$ cat config.mk
export PLATFORM = sky130hd
export DESIGN_NAME = vx_warp_ctl
export DESIGN_NICKNAME = d
export VERILOG_FILES = /design/src/rtl/vx_warp_ctl.sv
export SDC_FILE = /design/constraint.sdc
export NUM_CORES = 1
export LEC_CHECK = 0
export ABC_AREA = 0
export CAP_MARGIN = 30
export CORE_AREA = 2 2 139 141
export CTS_CLUSTER_DIAMETER = 150
export DETAILED_ROUTE_END_ITERATION = 10
export DIE_AREA = 0 0 141 143
export PLACE_DENSITY = 0.69
export SETUP_SLACK_MARGIN = 0.15
export SLEW_MARGIN = 0
export SYNTH_ARGS = -nofsm -noshare
export SYNTH_HDL_FRONTEND = slang
export SYNTH_SLANG_ARGS = --single-unit
$ cat constraint.sdc
create_clock -name clk -period 3 [get_ports clk]
set_input_delay 0.75 -clock clk [delete_from_list [all_inputs] [get_ports clk]]
set_output_delay 0.75 -clock clk [all_outputs]
set_load 0.02 [all_outputs]
$ cat src/rtl/vx_warp_ctl.sv
// Warp control-transfer producer: turns resolved jal/branch/tmc/wspawn commands into per-warp strobes.
// Optional VX_WARP_CTL_PERF_EN adds jal / taken-branch / spawn event counters.
module vx_warp_ctl #(
    parameter int NT      = 4,
    parameter int NW      = 8,
    parameter int NW_BITS = $clog2(NW)
) (
    input  logic               clk,
    input  logic               reset,

    input  logic               in_valid,
    output logic               in_ready,
    input  logic [NW_BITS-1:0] in_warp_num,
    input  logic               in_is_jal,
    input  logic [31:0]        in_jal_dest,
    input  logic               in_is_branch,
    input  logic               in_branch_taken,
    input  logic [31:0]        in_branch_dest,
    input  logic               in_is_tmc,
    input  logic [NT-1:0]      in_tmc_mask,
    input  logic               in_is_wspawn,
    input  logic [NW_BITS:0]   in_wspawn_count,
    input  logic [31:0]        in_wspawn_pc,

    output logic [NW-1:0]      out_jal,
    output logic [31:0]        out_jal_dest,
    output logic [NW-1:0]      out_branch_dir,
    output logic [31:0]        out_branch_dest,
    output logic [NW-1:0]      out_change_mask,
    output logic [NT-1:0]      out_thread_mask,
    output logic [NW-1:0]      out_wspawn,
    output logic [31:0]        out_wspawn_pc,
    output logic [NW-1:0]      out_warp_done,
    output logic               out_flush,
    output logic               out_busy,

    output logic [31:0]        perf_jal_count,
    output logic [31:0]        perf_branch_taken_count,
    output logic [31:0]        perf_spawn_count
);

    // state | meaning
    // IDLE  | accepting commands
    // SPAWN | pulsing out_wspawn for warps 1..count-1, commands stalled
    typedef enum logic {IDLE, SPAWN} state_t;

    localparam logic [NW_BITS:0] MAX_COUNT = (NW_BITS+1)'(NW);
    localparam logic [NW_BITS:0] MIN_SPAWN = (NW_BITS+1)'(2);

    state_t             state;
    logic [NW_BITS-1:0] spawn_idx;
    logic [NW_BITS-1:0] spawn_last;
    logic [NW_BITS-1:0] spawn_next;
    logic               accept;
    logic [NW-1:0]      warp_sel;
    logic [NW_BITS:0]   count_clamp;

    assign in_ready    = (state == IDLE);
    assign out_busy    = (state == SPAWN);
    assign accept      = in_valid & in_ready;
    assign warp_sel    = NW'(1) << in_warp_num;
    assign count_clamp = (in_wspawn_count > MAX_COUNT) ? MAX_COUNT : in_wspawn_count;
    assign spawn_next  = spawn_idx + NW_BITS'(1);

    always_ff @(posedge clk) begin
        if (reset) begin
            state           <= IDLE;
            spawn_idx       <= '0;
            spawn_last      <= '0;
            out_jal         <= '0;
            out_jal_dest    <= '0;
            out_branch_dir  <= '0;
            out_branch_dest <= '0;
            out_change_mask <= '0;
            out_thread_mask <= '0;
            out_wspawn      <= '0;
            out_wspawn_pc   <= '0;
            out_warp_done   <= '0;
            out_flush       <= 1'b0;
        end else begin
            out_jal         <= '0;
            out_branch_dir  <= '0;
            out_change_mask <= '0;
            out_warp_done   <= '0;
            out_wspawn      <= '0;
            out_flush       <= 1'b0;
            case (state)
                IDLE: begin
                    if (accept) begin
                        if (in_is_jal) begin
                            out_jal      <= warp_sel;
                            out_jal_dest <= in_jal_dest;
                            out_flush    <= 1'b1;
                        end else if (in_is_branch && in_branch_taken) begin
                            out_branch_dir <= warp_sel;
                            out_flush      <= 1'b1;
                        end
                        if (in_is_branch) begin
                            out_branch_dest <= in_branch_dest;
                        end
                        if (in_is_tmc) begin
                            out_change_mask <= warp_sel;
                            out_thread_mask <= in_tmc_mask;
                            if (in_tmc_mask == '0) begin
                                out_warp_done <= warp_sel;
                            end
                        end
                        if (in_is_wspawn) begin
                            out_wspawn_pc <= in_wspawn_pc;
                            // Warp 1 pulses straight off the accept edge; warp 0 is never spawned.
                            if (count_clamp >= MIN_SPAWN) begin
                                out_wspawn <= NW'(2);
                                spawn_idx  <= NW_BITS'(1);
                                spawn_last <= count_clamp[NW_BITS-1:0] - NW_BITS'(1);
                                state      <= SPAWN;
                            end
                        end
                    end
                end
                SPAWN: begin
                    if (spawn_idx == spawn_last) begin
                        spawn_idx <= '0;
                        state     <= IDLE;
                    end else begin
                        spawn_idx  <= spawn_next;
                        out_wspawn <= NW'(1) << spawn_next;
                    end
                end
                default: begin
                    state     <= IDLE;
                    spawn_idx <= '0;
                end
            endcase
        end
    end

`ifdef VX_WARP_CTL_PERF_EN
    // Counters see the registered strobes, so each event lands one cycle after its pulse.
    always_ff @(posedge clk) begin
        if (reset) begin
            perf_jal_count          <= '0;
            perf_branch_taken_count <= '0;
            perf_spawn_count        <= '0;
        end else begin
            if (|out_jal)        perf_jal_count          <= perf_jal_count + 32'd1;
            if (|out_branch_dir) perf_branch_taken_count <= perf_branch_taken_count + 32'd1;
            if (|out_wspawn)     perf_spawn_count        <= perf_spawn_count + 32'd1;
        end
    end
`else
    assign perf_jal_count          = '0;
    assign perf_branch_taken_count = '0;
    assign perf_spawn_count        = '0;
`endif

endmodule

==> results.cfg, run 1 <==
[sta]
grt_setup_unrepaired = no
slew_violations = 0
tightestPinTransition_ps = 951
hold_viol_final = 0
maxSlewHeadroom = 0.366
setup_tns_ps = 0
clock.fmax_mhz = 372
setup_viol = 0
fin_crit_sh = 0.896
fin_crit_ps = 2690
skew_ps = 10.6

[setup_path]
required_ps = 2250
cp-start-kind = register
worst_path_dominant_cell_family = buffers and inverters
worst_path_max_delay_cell = dfxtp_1
crit_buf_inv = 2
cp_max_fo = 18
cp.arrival_ps = 1940
cp-end-kind = output pin
max_stage_delay_ps = 660
crit_type = reg -> out
cp_cell_sequence = inv_1 -> clkdlybuf4s50_1

[pwr]
power.leakage_nw = 3.39
p_int_mw = 3.54
switching_share = 0.275
irDropWorstVdd_uv = 374
p_sw_mw = 1.34
total_power_mw = 4.88
pwr-share-clk = 0.419
seqPwrFrac = 0.427
power_frac_comb = 0.154
power.density_mw_per_mm2 = 556

[route]
route.detailed.drc = 0
wl_per_cell_um = 13.9
dr.pass1.iters = 4
dr.first_iter.drc_count = 161
routed_via_density = 4.30
drtAntennaViolNets = 0
drt_wl_total_mm = 16.4
num_vias = 5084

[clocking]
cts.htree.levels = 4
ctsHoldBuffers = 0
postCtsSetupBuffers = 0
cts_root_buf = clkbuf_16
cts_tree = done
cts_resized = 0
clkLatencyLatePin_ps = 420
clock-sinks = 148
cts_buffers = 17
path_clk_slew_ps = 60
clockBufferDepth = 2

[global_routing]
grt_use_total = 0.157
grt-ovfl-total = 0
antenna_found_initial = 1
grt_max_degree = 87
grt_pass1_wl_mm = 24.6
grt_pass1_vias = 4660

[die]
start_util = 0.313
die_area_mm2 = 0.0202
rows = 50
die_w_um = 141
fp.dieH_um = 143
pin_count = 354
core_mm2 = 0.0186

[finish]
final_cell_mix = clkdlybuf4s50_1 (256), nand2_1 (198), dfxtp_1 (148)
stdcell_area_mm2 = 0.00877
synthToLayoutAreaGrowth_pct = 50.6
final_common_cell = clkdlybuf4s50_1
antenna_cells_inserted = 0
final_nets = 1058
drive_above_1_share = 0.0496
fillers = 1828

[synth]
yosysUniqueCellTypes = 37
synth_cells = 691
syn_avg_cell_area_um2 = 8.43
ys_warn_count = 0
synth_top_area_share = 0.509
yosys_most_used_dff = dfxtp_1
synth_area_mm2 = 0.00582
synthArstFlopShare = 0
yosysSeqAreaShare = 0.509
synth-seq-cells = 148
yosys-top-cells-area = dfxtp_1 (51%), nand2_1 (13%), buf_4 (13%)
synth-edff-count = 0
yosysTopAreaCell = dfxtp_1

[placed_design]
place_congestion = 0.801
dp_hpwl_mm = 11.9
placed_cell_area_mm2 = 0.00821
numPortBuffers = 257

[run]
drv_cap = 0

[status]
outcome = completed

[min_path]
hold_path.class = reg -> reg
==> logic make-up after synthesis <==
kind of cell,synth area share
AND/OR/NAND/NOR,0.201
multiplexers,0.00688
other,0.000644
flip-flops,0.509
XOR/XNOR,0.00602
adder cells (fa/ha/maj),0.0172
AO/OA/AOI/OAI,0.0999
buffers and inverters,0.160
==> worst reg2reg max path: cells and delay by family (launching register included) <==
kind,cells,cell delay (ps)
AOI/OAI and AO/OA,1,140
buffers and inverters,1,390
DFF,1,480
and+or+nand+nor,2,590
==> power groups by stage <==
stage	registers, mW	logic, mW	clock network (mW)
2_1_floorplan	2.21	0.405	0
3_3_place_gp	2.13	0.747	0
3_5_place_dp	2.13	0.753	0
4_1_cts	2.08	0.756	2.11
5_1_grt	2.09	0.810	2.20
6_report	2.08	0.750	2.05
==> path summary, 6_finish.rpt <==
path         depth (start not counted)            start                 to  slack, ps
max                                  2         out_busy           in_ready        310
min reg2reg                          2  out_jal_dest[5]    out_jal_dest[5]        450
max reg2reg                          4         out_busy  out_wspawn_pc[29]       1330
min                                  2  out_jal_dest[5]    out_jal_dest[5]        450
==> metal layers <==
metal	up-vias	global-route usage	share of wire
li1	2523	-	-
met1	2320	0.174	0.40
met2	219	0.282	0.50
met3	20	0.0567	0.082
met4	2	0.0516	0.013
met5	-	0	0.00061
==> cells in the mapped netlist, drive strengths merged (4+ instances only) <==
| cell type | count |
|---|---|
| clkbuf | 23 |
| buf | 114 |
| inv | 6 |
| mux2i | 4 |
| ha | 8 |
| nor2 | 37 |
| nand3 | 4 |
| nand2 | 198 |
| nand2b | 5 |
| dfxtp | 148 |
| nand3b | 7 |
| a21oi | 99 |
==> area by class of cell <==
class | count | area, um^2 | share of cell area
inverters | 6 | 22.5 | 0.00257
repair buffers | 267 | 2640 | 0.301
clock buffers | 18 | 439 | 0.0501
flip-flops and latches | 148 | 2960 | 0.338
clock inverters | 13 | 126 | 0.0144
well taps | 234 | 293 | 0.0334
multi-input cells | 495 | 2290 | 0.261
==> through the flow <==
stage | util | hold slack, ps | setup slack [ps] | std cells
2_1_floorplan | - | 501 | 872 | 786
3_3_place_gp | 0.441 | 441 | 354 | 1149
3_5_place_dp | 0.442 | 446 | 313 | 1150
4_1_cts | 0.472 | 454 | 255 | 1181
5_1_grt | 0.472 | 466 | 161 | 1181
6_report | 0.472 | 451 | 313 | 1181
==> registers in the layout, summed over array words and instances (netlist names), 3 cells and up <==
register	count
out_jal_dest	32
out_warp_done	8
spawn_last	3
out_branch_dir	8
out_branch_dest	32
out_jal	8
out_wspawn	8
out_wspawn_pc	32
out_thread_mask	4
spawn_idx	3
out_change_mask	8
Note: power is estimated with default switching activity, not from simulation.
==> run 2, diff against run 1 <==
--- a/config.mk
+++ b/config.mk
@@ -7,12 +7,13 @@
 export LEC_CHECK = 0
 export ABC_AREA = 0
 export CAP_MARGIN = 30
-export CORE_AREA = 2 2 139 141
+export CORE_MARGIN = 8
+export CORE_UTILIZATION = 40
 export CTS_CLUSTER_DIAMETER = 150
 export DETAILED_ROUTE_END_ITERATION = 10
-export DIE_AREA = 0 0 141 143
-export PLACE_DENSITY = 0.69
+export PLACE_DENSITY = 0.86
 export SETUP_SLACK_MARGIN = 0.15
+export SKIP_CTS_REPAIR_TIMING = 1
 export SLEW_MARGIN = 0
 export SYNTH_ARGS = -nofsm -noshare
 export SYNTH_HDL_FRONTEND = slang
==> run 2 against run 1 <==
- sequential power is essentially flat
- maximum frequency grew 15%
- cell count shrank 4.1%
- clock skew barely moved
- critical path depth did not move
- hold slack about the same
- first-iteration DRC count increased by 56%
- largest power group is now the clock network
- highest routed layer is now met4
==> results.cfg, run 2 (same netlist as run 1, synthesis figures left out) <==
[finish]
final_cell_mix = clkdlybuf4s50_1 (256), nand2_1 (198), dfxtp_1 (148)
fillers = 1165
final_common_cell = clkdlybuf4s50_1
drive_above_1_share = 0.0495
synthToLayoutAreaGrowth_pct = 50.3
final_cells = 1133
antenna_cells_inserted = 0
biggestRegsByFlops = out_branch_dest x32, out_jal_dest x32, out_wspawn_pc x32
final_nets = 1059

[route]
dr.pass1.iters = 4
drt_wl_total_mm = 18.1
num_vias = 5104
wl_per_cell_um = 16.0
drtAntennaViolNets = 0
route.detailed.drc = 0
dr.first_iter.drc_count = 251
routed_via_density = 4.50

[sta]
fin_crit_sh = 0.781
tightestPinTransition_ps = 755
maxSlewHeadroom = 0.497
hold_slack_ps = 451
clock.fmax_mhz = 427
hold_viol_final = 0
grt_setup_unrepaired = no
skew_ps = 10.8
fin_crit_ps = 2340
setup_viol = 0
slew_violations = 0
setup_ws_ps = 658
setup_tns_ps = 0

[global_routing]
antenna_found_initial = 0
grt_pass1_vias = 5092
grt_max_degree = 72
grt_use_total = 0.184
grt_pass1_wl_mm = 26.9
grt-ovfl-total = 0

[clocking]
cts_buffers = 17
path_clk_slew_ps = 50
clockBufferDepth = 2
cts_root_buf = clkbuf_16
clock-sinks = 148
cts_tree = done
clkLatencyLatePin_ps = 410
cts.htree.levels = 4

[min_path]
hold_path.class = reg -> reg

[pwr]
p_sw_mw = 1.28
switching_share = 0.257
irDropWorstVdd_uv = 324
seqPwrFrac = 0.418
power.leakage_nw = 3.41
power.density_mw_per_mm2 = 569
pwr-share-clk = 0.429
p_int_mw = 3.70
power_frac_comb = 0.153

[placed_design]
dp_slack_ps = 352
dp_hpwl_mm = 13.8
place_congestion = 0.797
numPortBuffers = 257
dp_cells = 1101

[setup_path]
required_ps = 2250
cp-start-kind = register
cp-end-kind = output pin
cp_max_fo = 6
max_stage_delay_ps = 660
crit_type = reg -> out
worst_path_dominant_cell_family = buffers and inverters
worst_path_max_delay_cell = clkdlybuf4s50_1
crit_buf_inv = 2
cp.arrival_ps = 1590
cp_cell_sequence = inv_1 -> clkdlybuf4s50_1

[die]
die_w_um = 137
pin_count = 354
core_mm2 = 0.0144
start_util = 0.405
rows = 44
fp.dieH_um = 137
die_area_mm2 = 0.0187

[run]
drv_cap = 0

[status]
outcome = completed
==> run 2: worst paths after layout <==
| check | start | endpoint | slack, ps | depth (start not counted) |
|---|---|---|---|---|
| setup reg to reg | out_busy | out_wspawn_pc[16] | 1370 | 5 |
| hold reg to reg | out_branch_dest[30] | out_branch_dest[30] | 450 | 2 |
| hold / removal | out_branch_dest[30] | out_branch_dest[30] | 450 | 2 |
| setup / recovery | out_busy | in_ready | 660 | 2 |
==> run 2: through the flow <==
stage          instance area, um^2  utilization  power [mW]
6_report                      8750        0.609        4.98
5_1_grt                       8750        0.609        5.19
4_1_cts                       8750        0.609        5.02
3_5_place_dp                  8150        0.567        2.88
3_3_place_gp                  8150        0.567        2.87
2_1_floorplan                 6180            -        2.61
==> run 2: final cells by class <==
cell class	count	area [um^2]	share of cell area
clock inverter	12	151	0.0173
sequential	148	2960	0.339
multi-input combinational	495	2290	0.261
clock buffer	20	447	0.0511
tap	184	230	0.0263
timing repair buffer	268	2650	0.303
inverter	6	22.5	0.00257
==> run 2: power groups by stage <==
stage	Combinational [mW]	Sequential (mW)	Clock, mW
after detailed placement	0.755	2.13	0
final	0.761	2.08	2.14
after CTS	0.759	2.08	2.18
after global routing	0.819	2.09	2.28
after global placement	0.744	2.12	0
after floorplan	0.405	2.21	0
==> run 2: routing by layer <==
| metal | GRT usage | part of all wire |
|---|---|---|
| met5 | 0 | 0 |
| met4 | 0.0757 | 0.019 |
| met3 | 0.0628 | 0.098 |
| met2 | 0.322 | 0.51 |
| met1 | 0.200 | 0.38 |
==> run 2: worst min-delay path, delay by kind of cell, from the launching register on <==
kind | cells | cell delay, ps
AO/OA/AOI/OAI | 1 | 50
flip-flops | 1 | 300
AND/OR/NAND/NOR | 1 | 50
==> run 3, diff against run 2 <==
--- a/config.mk
+++ b/config.mk
@@ -8,10 +8,10 @@
 export ABC_AREA = 0
 export CAP_MARGIN = 30
 export CORE_MARGIN = 8
-export CORE_UTILIZATION = 40
+export CORE_UTILIZATION = 34
 export CTS_CLUSTER_DIAMETER = 150
 export DETAILED_ROUTE_END_ITERATION = 10
-export PLACE_DENSITY = 0.86
+export PLACE_DENSITY = 0.77
 export SETUP_SLACK_MARGIN = 0.15
 export SKIP_CTS_REPAIR_TIMING = 1
 export SLEW_MARGIN = 0
==> constraint.sdc (replaced) <==
create_clock -name clk -period 2.1 [get_ports clk]
set_input_delay 0.525 -clock clk [delete_from_list [all_inputs] [get_ports clk]]
set_output_delay 0.525 -clock clk [all_outputs]
set_load 0.02 [all_outputs]
==> run 3 against run 2 <==
- worst setup slack got worse by 470 ps
- total power increased by 46%
- sequential cell count unchanged
- count of clock-buffer cells in the layout decreased by 1
- cell count increased by 4.1%
- hold slack improved by 1.4 ps
- final area increased by 3.4%
- clock skew decreased by 1.9 ps
- die area increased by 16%
- via count increased by 0.51%
- non-clock buffer count increased by 6
- critical endpoint is now out_wspawn_pc[30]
- highest routed layer unchanged
==> results.cfg, run 3 (same netlist as run 1, synthesis figures left out) <==
[setup_path]
critPathLaunch = out_wspawn_pc[30]
cp_cell_sequence = clkdlybuf4s50_1
r2r-start = spawn_idx[0]
worst_path_max_delay_cell = clkdlybuf4s50_1
cp-start-kind = register
cp-end-kind = output pin
worst_path_dominant_cell_family = buffers and inverters
cp_max_fo = 2
required_ps = 1570
crit_buf_inv = 1
max_stage_delay_ps = 650
cp.arrival_ps = 1390
crit_type = reg -> out

[pwr]
power_frac_comb = 0.154
irDropWorstVdd_uv = 495
power.leakage_nw = 4.05
power.density_mw_per_mm2 = 803
seqPwrFrac = 0.409
switching_share = 0.265
p_int_mw = 5.33
pwr-share-clk = 0.436
p_sw_mw = 1.93

[clocking]
cts_root_buf = clkbuf_16
path_clk_slew_ps = 60
clkLatencyLatePin_ps = 410
cts_tree = done
clock-sinks = 148
cts.htree.levels = 4
cts_buffers = 17
clockBufferDepth = 2

[sta]
grt_setup_unrepaired = no
hold_viol_final = 0
skew_ps = 8.82
fin_crit_sh = 0.910
clock.fmax_mhz = 523
fin_crit_ps = 1910
setup_viol = 0
slew_violations = 0
setup_ws_ps = 189

[placed_design]
dp_cells = 1148
place_congestion = 0.741
dp_slack_ps = -288
placed_cell_area_mm2 = 0.00833
numPortBuffers = 257
dp_hpwl_mm = 13.9

[finish]
final_cell_mix = clkdlybuf4s50_1 (222), nand2_1 (198), dfxtp_1 (148)
fillers = 1576
synthToLayoutAreaGrowth_pct = 55.3
final_common_cell = clkdlybuf4s50_1
final_cells = 1180
stdcell_area_mm2 = 0.00904
drive_above_1_share = 0.0586
final_nets = 1065
multiInputGateArea_mm2 = 0.00230
biggestRegsByFlops = out_branch_dest x32, out_jal_dest x32, out_wspawn_pc x32
regArea_mm2 = 0.00296
antenna_cells_inserted = 0

[global_routing]
grt-ovfl-total = 0
antenna_found_initial = 0
grt_pass1_vias = 5139
grt_max_degree = 80
grt_pass1_wl_mm = 28.2
grt_use_total = 0.164

[route]
routed_via_density = 4.35
wl_per_cell_um = 15.7
route.detailed.drc = 0
num_vias = 5130
dr_wl_met2_mm = 9.05
drt_wl_total_mm = 18.5
wl_met3_mm = 1.60
drtAntennaViolNets = 0
dr.pass1.iters = 4
dr.first_iter.drc_count = 223
top_layer = met4
wl_met1_mm = 7.53

[die]
start_util = 0.343
die_area_mm2 = 0.0216
rows = 48
die_w_um = 147
core_mm2 = 0.0170
pin_count = 354
fp.dieH_um = 147

[min_path]
hold_path.class = reg -> reg
hold_start = out_branch_dest[9]

[status]
outcome = completed

[run]
drv_cap = 0
-- run 3: final timing paths --
kind	end	slack, ps	cells past startpoint
worst min-delay path	out_branch_dest[9]	450	2
worst max-delay path	out_wspawn_pc[30]	190	1
worst min register to register	out_branch_dest[9]	450	2
worst max register to register	out_wspawn[5]	630	4
-- run 3: power groups by stage --
stage | clock network [mW] | registers (mW) | logic, mW
6_report | 3.17 | 2.97 | 1.12
5_1_grt | 3.39 | 2.98 | 1.21
4_1_cts | 3.25 | 2.97 | 1.12
3_5_place_dp | 0 | 3.04 | 1.12
3_3_place_gp | 0 | 3.03 | 1.11
2_1_floorplan | 0 | 3.16 | 0.578
-- run 3: layout make-up --
class                      instances  area share
tap                              225      0.0311
multi-input combinational        495       0.254
inverter                           6     0.00249
clock buffer                      19      0.0490
timing repair buffer             274       0.316
clock inverter                    13      0.0194
sequential                       148       0.328
-- run 3: layer usage --
layer  global-route usage  vias to the layer above
met5                    0                        -
met4               0.0572                        0
met3               0.0631                       19
met2                0.273                      231
met1                0.188                     2347
li1                     -                     2533
-- run 3: through the flow --
| step | setup TNS (ps) | hold slack (ps) | power, mW | utilization |
|---|---|---|---|---|
| 3_3_place_gp | -1940 | 441 | 4.14 | 0.490 |
| 5_1_grt | 0 | 468 | 7.57 | 0.532 |
| 6_report | 0 | 452 | 7.26 | 0.532 |
| 2_1_floorplan | 0 | 501 | 3.74 | - |
| 4_1_cts | -55.6 | 454 | 7.35 | 0.526 |
| 3_5_place_dp | -2040 | 445 | 4.15 | 0.490 |
